[config.mk]
export PLATFORM = sky130hd
export DESIGN_NAME = dma_copier
export DESIGN_NICKNAME = d
export VERILOG_FILES = /design/src/rtl/dma_copier_pkg.sv /design/src/rtl/dma_copier_regs.sv /design/src/rtl/dma_copier.sv
export SDC_FILE = /design/constraint.sdc
export NUM_CORES = 1
export LEC_CHECK = 0
export CAP_MARGIN = 30
export CORE_UTILIZATION = 50
export CTS_BUF_LIST = sky130_fd_sc_hd__clkbuf_16
export CTS_CLUSTER_DIAMETER = 60
export DETAILED_ROUTE_END_ITERATION = 12
export GPL_ROUTABILITY_DRIVEN = 0
export PLACE_DENSITY = 0.85
export SETUP_SLACK_MARGIN = 0.05
export SYNTH_ARGS = -nofsm -noshare
export SYNTH_HDL_FRONTEND = slang
export SYNTH_SLANG_ARGS = --single-unit
[constraint.sdc]
create_clock -name clk_i -period 8.49 [get_ports clk_i]
set_input_delay 2.1225 -clock clk_i [delete_from_list [all_inputs] [get_ports clk_i]]
set_output_delay 2.1225 -clock clk_i [all_outputs]
set_load 0.02 [all_outputs]
[src/rtl/dma_copier_pkg.sv]
// dma_copier_pkg
//   Shared definitions for the DMA copy engine: register index decode
//   (cfg_addr_i[4:2]), CTRL/STATUS bit positions and the FSM state type.
package dma_copier_pkg;

  // Register word indices (byte offset >> 2)
  localparam logic [2:0] REG_SRC    = 3'd0;  // 0x00
  localparam logic [2:0] REG_DST    = 3'd1;  // 0x04
  localparam logic [2:0] REG_LEN    = 3'd2;  // 0x08
  localparam logic [2:0] REG_CTRL   = 3'd3;  // 0x0C
  localparam logic [2:0] REG_STATUS = 3'd4;  // 0x10

  // CTRL bits
  localparam int CTRL_START_BIT = 0;
  localparam int CTRL_IE_BIT    = 1;

  // STATUS bits
  localparam int STAT_BUSY_BIT = 0;
  localparam int STAT_DONE_BIT = 1;
  localparam int STAT_ERR_BIT  = 2;

  typedef enum logic [2:0] {
    IDLE,
    RD_REQ,
    RD_WAIT,
    WR_REQ,
    WR_WAIT,
    ABORT
  } dma_state_e;

endpackage

[src/rtl/dma_copier_regs.sv]
// dma_copier_regs
//   Configuration responder of the DMA copy engine: address decode,
//   SRC/DST/LEN/ie/done/err storage, start pulse, W1C handling and the
//   one-cycle cfg response.
//   SRC and DST double as the working pointers; the FSM advances them with
//   ptr_adv_i, so software always reads the live pointer.
// Ports:
//   clk_i, rst_i          clock, async active-high reset
//   cfg_*                 register window (req/we/be/addr/wdata -> rvalid/rdata/err)
//   busy_i                FSM is not IDLE
//   ptr_adv_i             advance SRC and DST by one word
//   set_done_i/set_err_i  completion / abort flags from the FSM
//   src_o, dst_o, len_o   current register values
//   start_o               accepted start request (single cycle)
//   irq_o                 (done | err) & ie
module dma_copier_regs
  import dma_copier_pkg::*;
#(
  parameter int DataWidth    = 32,
  parameter int AddressWidth = 32,
  parameter int LenWidth     = 16
) (
  input  logic                    clk_i,
  input  logic                    rst_i,
  input  logic                    cfg_req_i,
  input  logic                    cfg_we_i,
  input  logic [3:0]              cfg_be_i,
  input  logic [AddressWidth-1:0] cfg_addr_i,
  input  logic [DataWidth-1:0]    cfg_wdata_i,
  output logic                    cfg_rvalid_o,
  output logic [DataWidth-1:0]    cfg_rdata_o,
  output logic                    cfg_err_o,
  input  logic                    busy_i,
  input  logic                    ptr_adv_i,
  input  logic                    set_done_i,
  input  logic                    set_err_i,
  output logic [AddressWidth-1:0] src_o,
  output logic [AddressWidth-1:0] dst_o,
  output logic [LenWidth-1:0]     len_o,
  output logic                    start_o,
  output logic                    irq_o
);

  logic [AddressWidth-1:0] src_q, src_d;
  logic [AddressWidth-1:0] dst_q, dst_d;
  logic [LenWidth-1:0]     len_q, len_d;
  logic                    ie_q, ie_d;
  logic                    done_q, done_d;
  logic                    err_q, err_d;
  logic                    rvalid_q, rvalid_d;
  logic [DataWidth-1:0]    rdata_q, rdata_d;
  logic                    rerr_q, rerr_d;
  logic                    start;

  logic [2:0] reg_idx;
  logic       mapped;
  logic       unused_cfg;

  assign reg_idx    = cfg_addr_i[4:2];
  assign mapped     = (reg_idx <= REG_STATUS);
  // Byte enables and address bits outside [4:2] take no part in decode.
  assign unused_cfg = ^{cfg_be_i, cfg_addr_i[AddressWidth-1:5], cfg_addr_i[1:0]};

  // NOTE: every signal gets its default before any branch so no path leaves
  // it unassigned; otherwise synthesis infers a latch.
  always_comb begin
    src_d    = src_q;
    dst_d    = dst_q;
    len_d    = len_q;
    ie_d     = ie_q;
    done_d   = done_q;
    err_d    = err_q;
    rvalid_d = cfg_req_i;
    rdata_d  = '0;
    rerr_d   = 1'b0;
    start    = 1'b0;

    if (ptr_adv_i) begin
      src_d = src_q + AddressWidth'(4);
      dst_d = dst_q + AddressWidth'(4);
    end

    if (cfg_req_i) begin
      if (!mapped) begin
        rerr_d = 1'b1;
      end else if (cfg_we_i) begin
        case (reg_idx)
          REG_SRC: begin
            if (busy_i) rerr_d = 1'b1;
            else        src_d  = AddressWidth'(cfg_wdata_i) & ~AddressWidth'(3);
          end
          REG_DST: begin
            if (busy_i) rerr_d = 1'b1;
            else        dst_d  = AddressWidth'(cfg_wdata_i) & ~AddressWidth'(3);
          end
          REG_LEN: begin
            if (busy_i) rerr_d = 1'b1;
            else        len_d  = cfg_wdata_i[LenWidth-1:0];
          end
          REG_CTRL: begin
            ie_d  = cfg_wdata_i[CTRL_IE_BIT];
            // A start while busy is silently dropped.
            start = cfg_wdata_i[CTRL_START_BIT] & ~busy_i;
          end
          REG_STATUS: begin
            if (cfg_wdata_i[STAT_DONE_BIT]) done_d = 1'b0;
            if (cfg_wdata_i[STAT_ERR_BIT])  err_d  = 1'b0;
          end
          default: rerr_d = 1'b1;
        endcase
      end else begin
        case (reg_idx)
          REG_SRC:    rdata_d = DataWidth'(src_q);
          REG_DST:    rdata_d = DataWidth'(dst_q);
          REG_LEN:    rdata_d = DataWidth'(len_q);
          REG_CTRL:   rdata_d[CTRL_IE_BIT] = ie_q;
          REG_STATUS: begin
            rdata_d[STAT_BUSY_BIT] = busy_i;
            rdata_d[STAT_DONE_BIT] = done_q;
            rdata_d[STAT_ERR_BIT]  = err_q;
          end
          default: rdata_d = '0;
        endcase
      end
    end

    // A zero-length start completes immediately; otherwise it begins a fresh
    // transfer with clean flags.
    if (start) begin
      if (len_q == '0) begin
        done_d = 1'b1;
      end else begin
        done_d = 1'b0;
        err_d  = 1'b0;
      end
    end

    // Hardware sets are applied last so they win over a same-cycle W1C.
    if (set_done_i) done_d = 1'b1;
    if (set_err_i)  err_d  = 1'b1;
  end

  // NOTE: sequential state uses non-blocking assignments only, so every flop
  // samples the pre-edge value of every other flop.
  always_ff @(posedge clk_i or posedge rst_i) begin
    if (rst_i) begin
      src_q    <= '0;
      dst_q    <= '0;
      len_q    <= '0;
      ie_q     <= 1'b0;
      done_q   <= 1'b0;
      err_q    <= 1'b0;
      rvalid_q <= 1'b0;
      rdata_q  <= '0;
      rerr_q   <= 1'b0;
    end else begin
      src_q    <= src_d;
      dst_q    <= dst_d;
      len_q    <= len_d;
      ie_q     <= ie_d;
      done_q   <= done_d;
      err_q    <= err_d;
      rvalid_q <= rvalid_d;
      rdata_q  <= rdata_d;
      rerr_q   <= rerr_d;
    end
  end

  assign cfg_rvalid_o = rvalid_q;
  assign cfg_rdata_o  = rdata_q;
  assign cfg_err_o    = rerr_q;
  assign src_o        = src_q;
  assign dst_o        = dst_q;
  assign len_o        = len_q;
  assign start_o      = start;
  assign irq_o        = (done_q | err_q) & ie_q;

endmodule

[src/rtl/dma_copier.sv]
// dma_copier
//   Memory-to-memory word copy engine. A register window (cfg_*) programs
//   SRC, DST and LEN; a start moves LEN words from SRC to DST over the host
//   port, one read then one write per word, a single transaction in flight.
// Ports:
//   clk_i, rst_i   clock, async active-high reset
//   cfg_*          register responder port (see dma_copier_regs)
//   host_*         bus initiator port, req/gnt/rvalid protocol
//   irq_o          level interrupt (done | err) & ie
module dma_copier
  import dma_copier_pkg::*;
#(
  parameter int DataWidth    = 32,
  parameter int AddressWidth = 32,
  parameter int LenWidth     = 16
) (
  input  logic                    clk_i,
  input  logic                    rst_i,
  input  logic                    cfg_req_i,
  input  logic                    cfg_we_i,
  input  logic [3:0]              cfg_be_i,
  input  logic [AddressWidth-1:0] cfg_addr_i,
  input  logic [DataWidth-1:0]    cfg_wdata_i,
  output logic                    cfg_rvalid_o,
  output logic [DataWidth-1:0]    cfg_rdata_o,
  output logic                    cfg_err_o,
  output logic                    host_req_o,
  input  logic                    host_gnt_i,
  output logic [AddressWidth-1:0] host_addr_o,
  output logic                    host_we_o,
  output logic [3:0]              host_be_o,
  output logic [DataWidth-1:0]    host_wdata_o,
  input  logic                    host_rvalid_i,
  input  logic [DataWidth-1:0]    host_rdata_i,
  input  logic                    host_err_i,
  output logic                    irq_o
);

  dma_state_e state_q, state_d;

  logic [LenWidth-1:0]     count_q, count_d;
  logic [DataWidth-1:0]    buf_q, buf_d;
  logic                    req_q, req_d;
  logic                    we_q, we_d;
  logic [AddressWidth-1:0] addr_q, addr_d;
  logic [3:0]              be_q;

  logic [AddressWidth-1:0] src_ptr, dst_ptr;
  logic [LenWidth-1:0]     len;
  logic                    start;
  logic                    busy;
  logic                    ptr_adv;
  logic                    set_done;
  logic                    set_err;

  assign busy = (state_q != IDLE);

  dma_copier_regs #(
    .DataWidth   (DataWidth),
    .AddressWidth(AddressWidth),
    .LenWidth    (LenWidth)
  ) u_regs (
    .clk_i       (clk_i),
    .rst_i       (rst_i),
    .cfg_req_i   (cfg_req_i),
    .cfg_we_i    (cfg_we_i),
    .cfg_be_i    (cfg_be_i),
    .cfg_addr_i  (cfg_addr_i),
    .cfg_wdata_i (cfg_wdata_i),
    .cfg_rvalid_o(cfg_rvalid_o),
    .cfg_rdata_o (cfg_rdata_o),
    .cfg_err_o   (cfg_err_o),
    .busy_i      (busy),
    .ptr_adv_i   (ptr_adv),
    .set_done_i  (set_done),
    .set_err_i   (set_err),
    .src_o       (src_ptr),
    .dst_o       (dst_ptr),
    .len_o       (len),
    .start_o     (start),
    .irq_o       (irq_o)
  );

  always_comb begin
    state_d  = state_q;
    count_d  = count_q;
    buf_d    = buf_q;
    ptr_adv  = 1'b0;
    set_done = 1'b0;
    set_err  = 1'b0;

    unique case (state_q)
      IDLE: begin
        // Late responses arriving here are ignored by construction.
        if (start && (len != '0)) begin
          count_d = len;
          state_d = RD_REQ;
        end
      end
      RD_REQ:  if (host_gnt_i) state_d = RD_WAIT;
      RD_WAIT: begin
        if (host_rvalid_i) begin
          buf_d   = host_rdata_i;
          state_d = host_err_i ? ABORT : WR_REQ;
        end
      end
      WR_REQ:  if (host_gnt_i) state_d = WR_WAIT;
      WR_WAIT: begin
        if (host_rvalid_i) begin
          if (host_err_i) begin
            state_d = ABORT;
          end else begin
            ptr_adv = 1'b1;
            count_d = count_q - LenWidth'(1);
            if (count_q == LenWidth'(1)) begin
              set_done = 1'b1;
              state_d  = IDLE;
            end else begin
              state_d = RD_REQ;
            end
          end
        end
      end
      ABORT: begin
        set_err = 1'b1;
        state_d = IDLE;
      end
      default: state_d = IDLE;
    endcase

    // Host outputs are registered from the next state so req/addr/we change
    // only on an edge and stay frozen while a request waits for its grant.
    // The read address must see the pointer advance happening on this edge.
    req_d  = (state_d == RD_REQ) || (state_d == WR_REQ);
    we_d   = (state_d == WR_REQ);
    addr_d = addr_q;
    if (state_d == RD_REQ) begin
      addr_d = ptr_adv ? (src_ptr + AddressWidth'(4)) : src_ptr;
    end else if (state_d == WR_REQ) begin
      addr_d = dst_ptr;
    end
  end

  always_ff @(posedge clk_i or posedge rst_i) begin
    if (rst_i) begin
      state_q <= IDLE;
      count_q <= '0;
      buf_q   <= '0;
      req_q   <= 1'b0;
      we_q    <= 1'b0;
      addr_q  <= '0;
      be_q    <= 4'h0;
    end else begin
      state_q <= state_d;
      count_q <= count_d;
      buf_q   <= buf_d;
      req_q   <= req_d;
      we_q    <= we_d;
      addr_q  <= addr_d;
      // Full-word access only; zero solely while in reset.
      be_q    <= 4'hF;
    end
  end

  assign host_req_o   = req_q;
  assign host_we_o    = we_q;
  assign host_addr_o  = addr_q;
  assign host_be_o    = be_q;
  assign host_wdata_o = buf_q;

endmodule

=== Word-level counts from Yosys, hierarchy flattened ===
Index checks and enable logic that the tools add are counted.

* Bitwise gates (word level): 4
* Add/subtract/negate cells: 3
* Magnitude comparators: 1
* Reductions and logical operators: 21
* Muxes and demuxes: 67
* Eq/ne operators: 15

{| class="wikitable"
|+ Operator list
! kind !! count
|-
| $mux 32 || 17
|-
| $pmux 29 s3 || 1
|-
| $add 32x3->32 const B || 2
|-
| $mux 16 || 3
|-
| $mux 1 || 33
|-
| $pmux 16 s2 || 1
|-
| $mux 3 || 7
|-
| $reduce_bool 3->1 || 6
|-
| $eq 16x1->1 const B || 1
|-
| $logic_not 16->1 || 1
|-
| $reduce_bool 16->1 || 1
|-
| $sub 16x1->16 const B || 1
|-
| $eq 3x2->1 const B || 5
|-
| $pmux 3 s5 || 1
|-
| $reduce_and 5->1 || 2
|-
| $eq 3x1->1 const B || 3
|-
| $eq 3x3->1 const B || 3
|-
| $pmux 1 s4 || 2
|-
| $reduce_and 4->1 || 2
|-
| $logic_not 3->1 || 2
|-
| $ne 2x2->1 const B || 3
|-
| $pmux 1 s5 || 1
|-
| $reduce_bool 2->1 || 2
|-
| $le 3x3->1 const B || 1
|-
| other kinds (9) || 10
|}

* Input port bits: 107
* Output and inout port bits: 105
* Flip-flop bits (word level): 203
* Logic and storage cells: 127

=== Logic depth before layout (Yosys ltp) ===
* Depth after elaboration: 13
* Depth in mapped cells: 8
* Depth with buffers taken out: 6

=== Hierarchy ===
From an unflattened synthesis, not the netlist that was laid out.

* Cell total of the unflattened synthesis: 1076
* Area, all modules: 10795.4 µm²

{| class="wikitable"
|+ Modules (own cells, without submodules)
! module !! area an instance (µm²) !! cells an instance !! times used !! seq. area each (µm²)
|-
| dma_copier_regs || 5739.3 || 586 || 1 || 2827.7
|-
| dma_copier || 5056.1 || 490 || 1 || 2152.1
|}

=== Least setup slack after synthesis ===
Ideal clock, no wire load.

* Path type: input to register
* From: in cfg_addr_i[4]
* To: reg addr_q[10] (netlist: host_addr_o[10])
* Path slack: 4.476 ns
* Cell stages on the path: 7
* Data arrival time: 3.889 ns
* Path through: clkbuf_1 nand4b_1 nor3_1 nand2_1 a31oi_2 buf_4 mux2_2

* Cells in the longest elaborated chain, start to end: 10

{| class="wikitable"
|+ RTL lines
! item !! line !! text
|-
| start: declaration || dma_copier.sv:22 || <nowiki>input logic [AddressWidth-1:0] cfg_addr_i,</nowiki>
|-
| $eq 3x2->1 || dma_copier_regs.sv:87 || <nowiki>case (reg_idx)</nowiki>
|-
| $mux 1 || dma_copier_regs.sv:87 ||
|-
| $mux 1 || dma_copier_regs.sv:86 || <nowiki>end else if (cfg_we_i) begin</nowiki>
|-
| $mux 1 * || dma_copier_regs.sv:84 || <nowiki>if (!mapped) begin</nowiki>
|-
| $mux 1 * || dma_copier_regs.sv:83 || <nowiki>if (cfg_req_i) begin</nowiki>
|-
| $logic_and 1x1->1 * || dma_copier.sv:95 || <nowiki>if (start && (len != '0)) begin</nowiki>
|-
| $mux 3 * || dma_copier.sv:95 ||
|-
| $pmux 3 s5 * || dma_copier.sv:92 || <nowiki>unique case (state_q)</nowiki>
|-
| $eq 3x1->1 or $eq 3x2->1 (tied branches) || dma_copier.sv:137, dma_copier.sv:139 ||
|-
| $mux 32 or $reduce_bool 2->1 (tied branches) || n/a ||
|-
| end signal: assignment || dma_copier.sv:159 || <nowiki>addr_q <= addr_d;</nowiki>
|-
| end: declaration || dma_copier.sv:45 || <nowiki>logic [AddressWidth-1:0] addr_q, addr_d;</nowiki>
|}

Mark *: on every way between the ends. The rest lies on a longest branch, timed or not.
A chain may end at the register's enable or synchronous reset.

=== Worst setup path after layout ===
* From: in cfg_addr_i[2]
* To: reg addr_q[25] (netlist: host_addr_o[25])

The elaborated chain is that of the path after synthesis.

==> out/results.txt <==
status - finished clean
row count - 51
reg-to-reg slack, setup - 5.25 ns
first element of the critical path - cfg_addr_i[2]
Synth area leaders - sky130_fd_sc_hd__dfrtp_1, sky130_fd_sc_hd__mux2_2, sky130_fd_sc_hd__nor2_1
Primary FF master, synth - sky130_fd_sc_hd__dfrtp_1
antenna violations before repair - 0
CTS Hold Bufs - 0
wire length of the first global-routing pass - 43.15 mm
number of slew-limit violations in the final report - 0
share of the synthesized area in the top cell type - 0.4977
# Post-CTS Setup Buffers - 0
mean post-synth cell area - 9.847 um^2
asr flop ratio synth - 1.000
count of boundary I/O pins - 212
max-cap viol count - 0
horizontal die dimension - 142.8 um
number of different library cells in the post-synthesis netlist - 64
number of remaining DRC errors - 0
most common cell after layout, fill and taps aside - sky130_fd_sc_hd__dfrtp_1
endpoints failing setup - 0
antenna diode count - 0
violation count after the first detailed-routing iteration - 950
worst-path maximum fanout - 32
CP Capture Point - host_addr_o[25]
ratio of total power to cell area - 344.7 nW/um^2
clk_skew - 0.01117 ns
Tot GR Track Use - 0.2740
proportion of synthesized chip area in sequential cells - 0.4977
Hold Path Stages - 1
number of enable-type register cells in the synthesized netlist - 0
post-route cell area - 12530 um^2
Worst-path clk slew - 0.08 ns
number of instances in the synthesized netlist - 1006
count of synthesis-stage warnings from yosys - 0
Worst Reg-to-Reg Cells - 6
class of the tightest hold or removal check - reg2reg
final count of hold timing violations - 0
core area - 19460 um^2
Clock Tree Buf Depth - 2
insertion delay to the later sink of the worst-skew pair - 0.44 ns
H-Tree Depth - 4
area growth from synthesis to layout - 26.50%
register bit total from synthesis - 197
count of buffers from port buffering - 176
most area-hungry cell type in the Yosys netlist - sky130_fd_sc_hd__dfrtp_1
most frequent cells in the layout - sky130_fd_sc_hd__dfrtp_1, sky130_fd_sc_hd__clkdlybuf4s50_1, sky130_fd_sc_hd__nor2_1, sky130_fd_sc_hd__nand2_1, sky130_fd_sc_hd__mux2_2
Total Wirelength - 27.02 mm
Final WS setup - 3.714 ns
vias per inst - 6.041
DP Wirelength - 18.45 mm
data required time of the critical path - 8.81 ns
final clock period utilization by the worst path - 0.5626
filler cell count in the final layout - 1517
final critical path time including I/O delays and setup - 4.776 ns
worst supply voltage drop on vdd - 226.3 uV
maximum achievable frequency - 0.2094 GHz
clock tree from TritonCTS - built
maximum number of pins on one net before global-route repair - 123
via count of the routed design - 8602
cell area reported after detailed placement - 11840 um^2
CTS resizes - 0
final std cells w/o fill - 1424
critical path endpoint category - flip-flop
setup repair after global routing missed its margin - false
overflow left after global routing - 0
Root Buffer - sky130_fd_sc_hd__clkbuf_16
fraction of layout cells with a size suffix above 1 - 0.1208
critical path class - in2reg
Static Leak - 0.004995 uW
area used by multi-input combinational logic - 4651 um^2
Tightest Pin Transition - 0.9914 ns
Post-Synthesis Cell Area - 9906 um^2
Routed Antenna Nets - 0
worst reg2reg path startpoint - state_q[1]
number of buffers created by CTS - 17
Pre-Repair DR Iteration Count - 5
vias in the first global route - 8417
FF+latch area - 4930 um^2
Hold Slack - 0.5007 ns
die area - 20380 um^2
placement-stage worst setup slack - 3.306 ns
Cells after DPL - 1388
setup total negative slack - 0 ns
Worst EP arrival - 5.10 ns
reg-to-reg critical path endpoint - host_addr_o[25]
net total in the final layout - 1257
Routed wire per std cell - 18.97 um
clk sink count - 197
initial core utilization - 0.5090
Relative slew margins - 0.3391
Vert. Die Dim - 142.8 um
category of the worst setup path launch point - input port
power breakdown:
| group | internal [uW] | switching (uW) | total, uW |
|---|---|---|---|
| logic | 859 | 900 | 1760 |
| clock network | 448 | 393 | 841 |
| registers | 1310 | 404 | 1720 |
| total | 2620 | 1700 | 4320 |
how the worst min path moves through the flow:
stage	slack, ns	start	endpoint
2_1_floorplan	0.47	count_q[9]	count_q[9]
5_1_grt	0.53	host_wdata_o[0]	host_wdata_o[0]
4_1_cts	0.51	host_addr_o[4]	host_addr_o[4]
6_report	0.50	host_addr_o[4]	host_addr_o[4]
3_5_place_dp	0.49	host_addr_o[4]	host_addr_o[4]
3_3_place_gp	0.47	host_addr_o[4]	host_addr_o[4]
critical path: stages:
cell and delay, ns:
sky130_fd_sc_hd__clkdlybuf4s50_1 0.45, sky130_fd_sc_hd__buf_4 0.33, sky130_fd_sc_hd__nand4b_1 0.14, sky130_fd_sc_hd__nor3_1 0.54, sky130_fd_sc_hd__nand2_1 0.43, sky130_fd_sc_hd__a31oi_4 0.22, sky130_fd_sc_hd__buf_4 0.44, sky130_fd_sc_hd__mux2_2 0.40
final cells by class:
class / count / share of cell area
clock buffer: 17 / 0.03395
clock inverter: 15 / 0.01478
inverter: 17 / 0.005691
multi-input combinational: 722 / 0.3711
sequential: 197 / 0.3934
tap: 265 / 0.02646
timing repair buffer: 191 / 0.1546
metal layers:
metal / vias up / share of wire / GRT usage
met5: - / 0 / 0
met4: 0 / 0.034 / 0.1217
met3: 71 / 0.080 / 0.05734
met2: 446 / 0.47 / 0.4352
met1: 4193 / 0.41 / 0.3622
li1: 3892 / - / -
cell families (layout without fill, tap and decap cells):
logic type / after synthesis / count (layout) / synth area share
AOI/OAI and AO/OA: 197 / 197 / 0.1244
xor gates and xnor gates: 45 / 45 / 0.03979
adders and majority gates: 4 / 4 / 0.005053
buffers and inverters: 88 / 240 / 0.03751
DFF: 197 / 197 / 0.4977
muxes: 98 / 98 / 0.1091
other: 2 / 3 / 0.0007581
and+or+nand+nor: 375 / 375 / 0.1857
per-stage QoR:
step | utilization | total power (uW)
2_1_floorplan | - | 2744
6_report | 0.6438 | 4319
3_5_place_dp | 0.6084 | 3427
4_1_cts | 0.6397 | 4283
5_1_grt | 0.6438 | 4553
3_3_place_gp | 0.6073 | 3355
cell usage after synthesis, types with 2 or more instances:
library cell / n
sky130_fd_sc_hd__and3_1: 10
sky130_fd_sc_hd__buf_2: 3
sky130_fd_sc_hd__mux2_2: 79
sky130_fd_sc_hd__mux2i_1: 18
sky130_fd_sc_hd__o31ai_1: 12
sky130_fd_sc_hd__xor2_1: 11
sky130_fd_sc_hd__or3_1: 8
sky130_fd_sc_hd__nand3_1: 26
sky130_fd_sc_hd__a21o_1: 3
sky130_fd_sc_hd__a21oi_1: 42
sky130_fd_sc_hd__nand4b_1: 2
sky130_fd_sc_hd__conb_1: 2
sky130_fd_sc_hd__or4_1: 11
sky130_fd_sc_hd__a31oi_1: 30
sky130_fd_sc_hd__o311a_1: 2
sky130_fd_sc_hd__nand2_1: 83
sky130_fd_sc_hd__a32oi_1: 2
sky130_fd_sc_hd__nand3b_1: 3
sky130_fd_sc_hd__o22a_1: 5
sky130_fd_sc_hd__or4_4: 3
sky130_fd_sc_hd__inv_1: 17
sky130_fd_sc_hd__and4_1: 5
sky130_fd_sc_hd__nor2_1: 126
sky130_fd_sc_hd__a22o_1: 2
sky130_fd_sc_hd__dfrtp_1: 197
sky130_fd_sc_hd__buf_4: 8
sky130_fd_sc_hd__o211ai_1: 4
sky130_fd_sc_hd__o2bb2ai_1: 2
sky130_fd_sc_hd__o21ai_0: 54
sky130_fd_sc_hd__o21bai_1: 4
sky130_fd_sc_hd__nand2b_1: 4
sky130_fd_sc_hd__a22oi_1: 21
sky130_fd_sc_hd__ha_1: 4
sky130_fd_sc_hd__nand4_1: 24
sky130_fd_sc_hd__and2_1: 7
sky130_fd_sc_hd__nor4_1: 20
sky130_fd_sc_hd__nor2b_1: 7
sky130_fd_sc_hd__buf_1: 5
sky130_fd_sc_hd__nor3_1: 25
sky130_fd_sc_hd__clkbuf_1: 54
sky130_fd_sc_hd__a211oi_1: 4
sky130_fd_sc_hd__xnor2_1: 34
sky130_fd_sc_hd__nor3b_1: 2
registers in the layout, indices dropped and copies added (netlist names), 3 cells and up:
name / cells
host_wdata_o: 32
host_addr_o: 30
u_regs.len_o: 16
u_regs.src_o: 30
u_regs.dst_o: 30
u_regs.cfg_rdata_o: 32
state_q: 3
count_q: 16
No activity file was read; power rests on OpenSTA's default activity.
